--- src/rtl/pipe_pkg.sv ---
// pipe_pkg: shared defaults and occupancy type for the pipeline stage register
package pipe_pkg;
  localparam int PIPE_WIDTH = 32;
  localparam int PIPE_CNT_W = 16;
  typedef logic [1:0] occ_t;
  localparam occ_t OCC_EMPTY = 2'd0;
  localparam occ_t OCC_FULL = 2'd2;
  function automatic occ_t occ_next(occ_t occ, logic push, logic pop);
    return occ + occ_t'(push) - occ_t'(pop);
  endfunction
endpackage

--- src/rtl/pipe_skid_buf.sv ---
// pipe_skid_buf: 2-entry skid FIFO with registered ready, used when PIPE_STAGE_SKID_EN is defined
module pipe_skid_buf
  import pipe_pkg::*;
#(
  parameter int WIDTH = PIPE_WIDTH
) (
  input  logic             clk,
  input  logic             rst_b,
  input  logic             stall,
  input  logic             flush,
  input  logic             in_valid,
  input  logic [WIDTH-1:0] in_data,
  output logic             in_ready,
  output logic             out_valid,
  output logic [WIDTH-1:0] out_data,
  input  logic             out_ready
);
  logic [WIDTH-1:0] mem_q [2];
  logic [WIDTH-1:0] mem_d [2];
  logic rd_q, rd_d, wr_q, wr_d, rdy_q, rdy_d;
  occ_t occ_q, occ_d;
  logic in_fire, out_fire;
  // ready comes from a flop so there is no out_ready -> in_ready path
  assign in_ready = rst_b & rdy_q & ~stall & ~flush;
  assign out_valid = occ_q != OCC_EMPTY;
  assign out_data = mem_q[rd_q];
  assign in_fire = in_valid & in_ready;
  assign out_fire = out_valid & out_ready & ~stall & ~flush;
  always_comb begin
    mem_d = mem_q;
    if (in_fire) mem_d[wr_q] = in_data;
    wr_d = flush ? 1'b0 : wr_q ^ in_fire;
    rd_d = flush ? 1'b0 : rd_q ^ out_fire;
    occ_d = flush ? OCC_EMPTY : occ_next(occ_q, in_fire, out_fire);
    rdy_d = occ_d != OCC_FULL;
  end
  always_ff @(posedge clk or negedge rst_b) begin
    if (!rst_b) begin
      mem_q <= '{default: '0};
      rd_q <= 1'b0;
      wr_q <= 1'b0;
      occ_q <= OCC_EMPTY;
      rdy_q <= 1'b1;
    end else begin
      mem_q <= mem_d;
      rd_q <= rd_d;
      wr_q <= wr_d;
      occ_q <= occ_d;
      rdy_q <= rdy_d;
    end
  end
endmodule

--- src/rtl/pipe_stage_reg.sv ---
// pipe_stage_reg: stallable/flushable pipeline stage with bubble counter; PIPE_STAGE_SKID_EN selects a 2-entry skid buffer
module pipe_stage_reg
  import pipe_pkg::*;
#(
  parameter int WIDTH = PIPE_WIDTH,
  parameter int CNT_W = PIPE_CNT_W
) (
  input  logic             clk,
  input  logic             rst_b,
  input  logic             in_valid,
  input  logic [WIDTH-1:0] in_data,
  output logic             in_ready,
  output logic             out_valid,
  output logic [WIDTH-1:0] out_data,
  input  logic             out_ready,
  input  logic             stall,
  input  logic             flush,
  output logic [CNT_W-1:0] bubble_cnt
);
  logic [CNT_W-1:0] bubble_q, bubble_d;
`ifdef PIPE_STAGE_SKID_EN
  pipe_skid_buf #(.WIDTH(WIDTH)) u_skid (
    .clk      (clk),
    .rst_b    (rst_b),
    .stall    (stall),
    .flush    (flush),
    .in_valid (in_valid),
    .in_data  (in_data),
    .in_ready (in_ready),
    .out_valid(out_valid),
    .out_data (out_data),
    .out_ready(out_ready)
  );
`else
  logic valid_q, valid_d;
  logic [WIDTH-1:0] data_q, data_d;
  logic in_fire, out_fire;
  assign in_ready = rst_b & ~stall & ~flush & (~valid_q | out_ready);
  assign in_fire = in_valid & in_ready;
  assign out_fire = valid_q & out_ready & ~stall & ~flush;
  always_comb begin
    valid_d = flush ? 1'b0 : in_fire ? 1'b1 : out_fire ? 1'b0 : valid_q;
    data_d = in_fire ? in_data : data_q;
  end
  always_ff @(posedge clk or negedge rst_b) begin
    if (!rst_b) begin
      valid_q <= 1'b0;
      data_q <= '0;
    end else begin
      valid_q <= valid_d;
      data_q <= data_d;
    end
  end
  assign out_valid = valid_q;
  assign out_data = data_q;
`endif
  // saturating count of empty, unstalled cycles
  always_comb bubble_d = (~out_valid & ~stall & ~&bubble_q) ? bubble_q + CNT_W'(1) : bubble_q;
  always_ff @(posedge clk or negedge rst_b) begin
    if (!rst_b) bubble_q <= '0;
    else bubble_q <= bubble_d;
  end
  assign bubble_cnt = bubble_q;
endmodule

--- config.mk ---
export PLATFORM = sky130hd
export DESIGN_NAME = pipe_stage_reg
export DESIGN_NICKNAME = d
export VERILOG_FILES = /design/src/rtl/pipe_pkg.sv /design/src/rtl/pipe_skid_buf.sv /design/src/rtl/pipe_stage_reg.sv
export SDC_FILE = /design/constraint.sdc
export NUM_CORES = 1
export LEC_CHECK = 0
export CORE_ASPECT_RATIO = 0.75
export CORE_MARGIN = 1.5
export CORE_UTILIZATION = 45
export CTS_CLUSTER_SIZE = 12
export DETAILED_ROUTE_END_ITERATION = 7
export PLACE_DENSITY_LB_ADDON = 0.12
export SYNTH_ARGS = -nofsm -noshare
export SYNTH_HDL_FRONTEND = slang
export SYNTH_SLANG_ARGS = --single-unit
--- constraint.sdc ---
create_clock -name clk -period 5 [get_ports clk]
set_input_delay 1 -clock clk [delete_from_list [all_inputs] [get_ports clk]]
set_output_delay 1 -clock clk [all_outputs]
set_load 0.05 [all_outputs]
==> impl_metrics.csv, run 1 <==
group,metric,value,unit
run_status,status,"finished, final reports clean",
worst_hold_path,hold_class,"flop to flop",
grt,grt_usage,18.9,%
logic_synthesis,synth_top_area_share,58.3,%
final_layout,final_cells,301,
clocking,cts_tree,"done",
detailed_routing,ant_nets,0,
clocking,cts_max_level,2,
place,place_inst,293,
grt,grt_pass1_wl,7.29,mm
timing,setup_slack,1.27,ns
die,pin_count,88,
timing,whs,0.506,ns
power,pwr-share-comb,44.6,%
logic_synthesis,ys_ff_latch,49,
timing,finalCriticalPeriod,3.73,ns
final_layout,diodes,0,
critical_path,rr_worst_depth,4,
logic_synthesis,synth_area_leaders,"dfrtp_1 (58%), mux2_2 (18%), xor2_1 (3.3%)",
logic_synthesis,synth.largest_area_cell,"dfrtp_1",
worst_hold_path,hold_path_depth,1,
logic_synthesis,synthArstFlopShare,100,%
critical_path,worstPathMaxFanout,6,
power,switching_share,41.7,%
detailed_routing,drt-total-wl,4.39,mm
clocking,holdBufCountCts,0,
final_layout,area_delta_synth_final,47.7,%
worst_hold_path,hold_path_end,"out_data[25]$_DFFE_PN0P_",
timing,final_hold_viol_count,0,
clocking,clkTransAtPathRegs,0.08,ns
timing,tightest_slew,0.815,ns
timing,slew_viol_final,0,
place,pre_cts_ws,1.27,ns
clocking,cts_setup_buffers,0,
detailed_routing,drc,0,
detailed_routing,first_pass_iters,4,
grt,grt_max_degree,50,
logic_synthesis,syn_avg_cell_area,13.9,um^2
detailed_routing,routed_via_density,5.08,
detailed_routing,drtIter0Drc,66,
logic_synthesis,synth_area,2100,um^2
power,p_leak,1.30,nW
critical_path,cp-start-kind,"primary input",
final_layout,drive_above_1_share,22.1,%
die,die_height,62.2,um
critical_path,required,4.00,ns
critical_path,worstPathArrival,2.73,ns
logic_synthesis,synth_edf_count,0,
timing,rsz0062_at_grt,"false",
grt,antenna_found_initial,0,
power,power_density,459,nW/um^2
clocking,clk_path_buf_depth,2,
power,ir_drop,0.000479,V
clocking,clk_latency,0.29,ns
power,intPower,0.000832,W
final_layout,fin_nets,282,
logic_synthesis,synth_most_common_cell,"dfrtp_1",
logic_synthesis,ys_warn_count,0,
place,portBuffers,87,
detailed_routing,via_count,1529,
place,gp_congestion,0.774,
logic_synthesis,syn-num-nets,190,
timing,clock.fmax,268,MHz
clocking,cts_resized,0,
grt,first_global_vias,1463,
timing,setup_viol,0,
die,die_area,5100,um^2
timing,finalSetupTns,0,ns
clocking,numCtsBuffers,5,
die,coreArea,4470,um^2
logic_synthesis,synth_seq_area_share,58.3,%
logic_synthesis,yosys-top-cells-count,"dfrtp_1 (49), mux2_2 (33), nand4_1 (9)",
timing,relSlewSlack,45.1,%
critical_path,worstReg2RegEnd,"out_data[27]$_DFFE_PN0P_",
logic_synthesis,syn-instance-count,151,
power,power,0.00143,W
flow_run,maxCapViolations,0,
logic_synthesis,synth-main-ff-cell,"dfrtp_1",
place,place.detailed.hpwl,3.23,mm
critical_path,criticalPathCategory,"primary input to primary output",
power,power_switching,0.000596,W
power,power_frac_clock,16.7,%
grt,grt-ovfl-total,0,
detailed_routing,wl_per_cell,14.6,um
die,initial_core_util,47.1,%
power,seqPwrFrac,38.7,%
logic_synthesis,ys_types,30,
critical_path,reg2reg_slack,3.06,ns
die,die_w,82.0,um
timing,finClkSkew,0.00263,ns
die,rows,21,
critical_path,critPathCaptureType,"primary output",
clocking,clock-sinks,49,
critical_path,r2r-start,"out_valid$_DFFE_PN0P_",
worst_hold_path,worstHoldStart,"out_data[25]$_DFFE_PN0P_",
clocking,root_buffer,"clkbuf_8",
timing,post-route-period-util,74.5,%
[logic make-up (layout without fill, tap and decap cells)]
group                      Yosys count  in the layout  share of synthesized area (%)
xor gates and xnor gates            13             13                           5.41
adders and majority gates            1              1                          0.594
DFF                                 49             49                           58.3
and+or+nand+nor                     49             49                           15.1
AOI/OAI and AO/OA                    2              2                          0.535
muxes                               34             34                           18.4
buffers and inverters                3             96                           1.72
[flip-flops by register name (all words and copies together), names as in the netlist]
signal / cells
out_valid: 1
bubble_cnt: 16
out_data: 32
[per-stage QoR]
step                instance area, um^2  util [%]
finish                             3110      69.6
global route                       3110      69.6
CTS                                3110      69.6
detailed placement                 3010      67.5
global placement                   3010      67.5
floorplan                          2100         -
[metal layers]
metal | up-vias | track usage, % | part of all wire, %
met5 | - | 0 | 0
met4 | 0 | 5.08 | 0.66
met3 | 5 | 5.74 | 7.6
met2 | 54 | 28.8 | 47
met1 | 739 | 26.1 | 44
li1 | 731 | - | -
[worst max path at each step]
| stage | from | to | slack [ns] | cells past startpoint |
|---|---|---|---|---|
| 3_3_place_gp | stall | in_ready | 1.28 | 3 |
| 4_1_cts | stall | in_ready | 1.27 | 3 |
| 6_report | stall | in_ready | 1.27 | 3 |
| 5_1_grt | stall | in_ready | 1.20 | 3 |
| 2_1_floorplan | flush | in_ready | 2.31 | 1 |
| 3_5_place_dp | stall | in_ready | 1.27 | 3 |
[power groups by stage]
stage	sequential (W)	clock, W	combinational (W)
6_report	0.000552	0.000238	0.000637
5_1_grt	0.000568	0.000266	0.000666
4_1_cts	0.000552	0.000250	0.000642
3_5_place_dp	0.000559	0	0.000641
3_3_place_gp	0.000555	0	0.000635
2_1_floorplan	0.000853	0	0.000106
[layout make-up]
type	count	area, um^2
timing repair buffer	88	873
multi-input combinational	99	842
clock buffer	6	82.6
tap	57	71.3
fill	335	1360
sequential	49	1230
clock inverter	2	13.8
[layout by cell type, fill, tap and decap left out]
cell	netlist	layout
buf_2	0	1
clkinv_4	0	1
nand3b_1	1	1
nor2_1	8	8
nor3_1	3	3
and4_1	1	1
nor4_1	1	1
dfrtp_1	49	49
nor3_2	2	2
nor4b_4	1	1
buf_4	0	1
mux2_2	33	33
and3_1	1	1
xnor2_1	5	5
ha_1	1	1
nand2b_1	1	1
nor4_2	1	1
and3_2	1	1
a21oi_1	1	1
nor2b_4	1	1
clkbuf_8	1	6
clkdlybuf4s50_1	0	86
a31oi_1	1	1
or4_4	1	1
and4_2	1	1
nand4_2	1	1
clkinv_2	0	1
nand4_1	9	9
nand2_1	8	8
mux2_4	1	1
nand3_1	5	5
nand2_2	1	1
nor4b_1	1	1
xor2_1	8	8
[worst max-delay path, cell delays in order]
cell             delay (ns)
clkdlybuf4s50_1        0.54
nor4b_4                0.34
clkdlybuf4s50_1        0.85
(Power assumes the default switching activity.)
==> inputs of run 2 (changes only) <==
CORE_UTILIZATION = 42   (was 45)
clock period = 3.7 ns   (was 5 ns; I/O delays follow)
==> run 2 against run 1 <==
  * Non-clock buffer count unchanged
  * Global-route usage is 3.1 points lower
  * Final cell count rose by 0.66%
  * Critical path type unchanged
==> impl_metrics.csv, run 2 (synthesis results as in run 1) <==
group,metric,value,unit
power,power_density,618,nW/um^2
run_status,status,"finished, final reports clean",
detailed_routing,drtIter0Drc,51,
clocking,cts_tree,"done",
final_layout,area_delta_synth_final,47.6,%
grt,grt_usage,15.8,%
detailed_routing,met1_length,1.94,mm
critical_path,cpPeakStageDelay,0.87,ns
place,pre_cts_ws,0.415,ns
detailed_routing,wl_met3,338,um
flow_run,maxCapViolations,0,
clocking,holdBufCountCts,0,
final_layout,final_util,64.1,%
detailed_routing,wl_per_cell,13.9,um
clocking,clk_path_buf_depth,2,
grt,grt_pass1_wl,6.65,mm
detailed_routing,drt-total-wl,4.21,mm
clocking,root_buffer,"clkbuf_8",
place,place.detailed.hpwl,3.06,mm
critical_path,cp_num_buf_inv,2,
power,power,0.00192,W
power,p_leak,1.29,nW
timing,slew_viol_final,0,
detailed_routing,drc,0,
die,die_area,5450,um^2
timing,post-route-period-util,88.1,%
detailed_routing,dr.max_layer_used,"met4",
die,die_w,84.7,um
clocking,clkTransAtPathRegs,0.08,ns
critical_path,cpLargestDelayFamily,"buffers and inverters",
timing,finClkSkew,0.00628,ns
final_layout,n_fill_cell,408,
die,rows,22,
die,initial_core_util,43.4,%
critical_path,worstPathArrival,2.52,ns
final_layout,seqCellArea,1230,um^2
final_layout,layout_commonest_cell,"clkdlybuf4s50_1",
die,die_height,64.3,um
place,gp_congestion,0.854,
timing,setup_slack,0.439,ns
critical_path,path_cells,"clkdlybuf4s50_1 -> nor4b_4 -> clkdlybuf4s50_1",
critical_path,required,2.96,ns
place,portBuffers,87,
final_layout,drive_above_1_share,21.8,%
detailed_routing,route.met2.wl,1.88,mm
timing,clock.fmax,307,MHz
critical_path,criticalPathCategory,"primary input to primary output",
critical_path,worstPathMaxFanout,6,
critical_path,crit_top_cell,"clkdlybuf4s50_1",
clocking,clk_latency,0.30,ns
clocking,cts_setup_buffers,0,
detailed_routing,via_count,1513,
timing,setup_viol,0,
detailed_routing,first_pass_iters,4,
clocking,cts_resized,0,
power,ir_drop,0.000497,V
critical_path,critPathCaptureType,"primary output",
grt,grt-ovfl-total,0,
critical_path,crit_path_top_delay_cell,"clkdlybuf4s50_1",
timing,final_hold_viol_count,0,
worst_hold_path,hold_class,"flop to flop",
final_layout,diodes,0,
final_layout,final_cell_mix,"clkdlybuf4s50_1 (86), dfrtp_1 (49), mux2_2 (33)",
clocking,numCtsBuffers,5,
die,pin_count,88,
grt,antenna_found_initial,0,
timing,rsz0062_at_grt,"false",
timing,whs,0.507,ns
timing,tightest_slew,0.883,ns
final_layout,multi_input_area,842,um^2
detailed_routing,routed_via_density,4.99,
timing,finalCriticalPeriod,3.26,ns
grt,first_global_vias,1402,
timing,relSlewSlack,40.6,%
critical_path,cp-start-kind,"primary input",
detailed_routing,ant_nets,0,
clocking,clock-sinks,49,
grt,grt_max_degree,50,
final_layout,fin_nets,282,
timing,finalSetupTns,0,ns
final_layout,largest_reg_flops,32,
clocking,cts_max_level,2,
die,coreArea,4840,um^2
-- run 2: path summary, 6_finish.rpt --
kind / endpoint / cells past startpoint / slack [ns] / startpoint
worst max register to register: out_data[7]$_DFFE_PN0P_ / 4 / 1.71 / out_valid$_DFFE_PN0P_
worst max-delay path: in_ready / 3 / 0.44 / stall
worst min-delay path: out_data[17]$_DFFE_PN0P_ / 1 / 0.51 / out_data[17]$_DFFE_PN0P_
max in group asynchronous: out_data[6]$_DFFE_PN0P_ / 2 / 2.73 / rst_b
min in group asynchronous: bubble_cnt[6]$_DFFE_PN0P_ / 2 / 0.57 / rst_b
worst min register to register: out_data[17]$_DFFE_PN0P_ / 1 / 0.51 / out_data[17]$_DFFE_PN0P_
-- run 2: power by group --
| part | internal, W | total (W) | switching (W) |
|---|---|---|---|
| clock | 0.000148 | 0.000316 | 0.000168 |
| combinational | 0.000323 | 0.000860 | 0.000537 |
| sequential | 0.000650 | 0.000745 | 0.0000947 |
| total | 0.00112 | 0.00192 | 0.000800 |
-- run 2: routing by layer --
metal  vias to the layer above  global-route usage, %
met3                         8                   5.68
met5                         -                      0
li1                        725                      -
met1                       725                   21.1
met2                        55                   24.0
met4                         0                   5.44
-- run 2: layout make-up --
class | instances | area share, %
Clock buffer | 6 | 2.66
Tap cell | 60 | 2.42
Multi-Input combinational cell | 99 | 27.1
Timing Repair Buffer | 88 | 28.1
Clock inverter | 1 | 0.242
Sequential cell | 49 | 39.5
-- run 2: worst reg2reg max path, cell delays in order (launching register included) --
cell and delay [ns]:
dfrtp_1 0.46, nor2b_4 0.17, nor4b_4 0.28, nand2_2 0.50
mux2_2 0.48
-- run 2: stage by stage --
step           instance area (um^2)  cells
2_1_floorplan                  2100    151
3_3_place_gp                   3020    296
3_5_place_dp                   3020    296
4_1_cts                        3110    303
5_1_grt                        3110    303
6_report                       3110    303
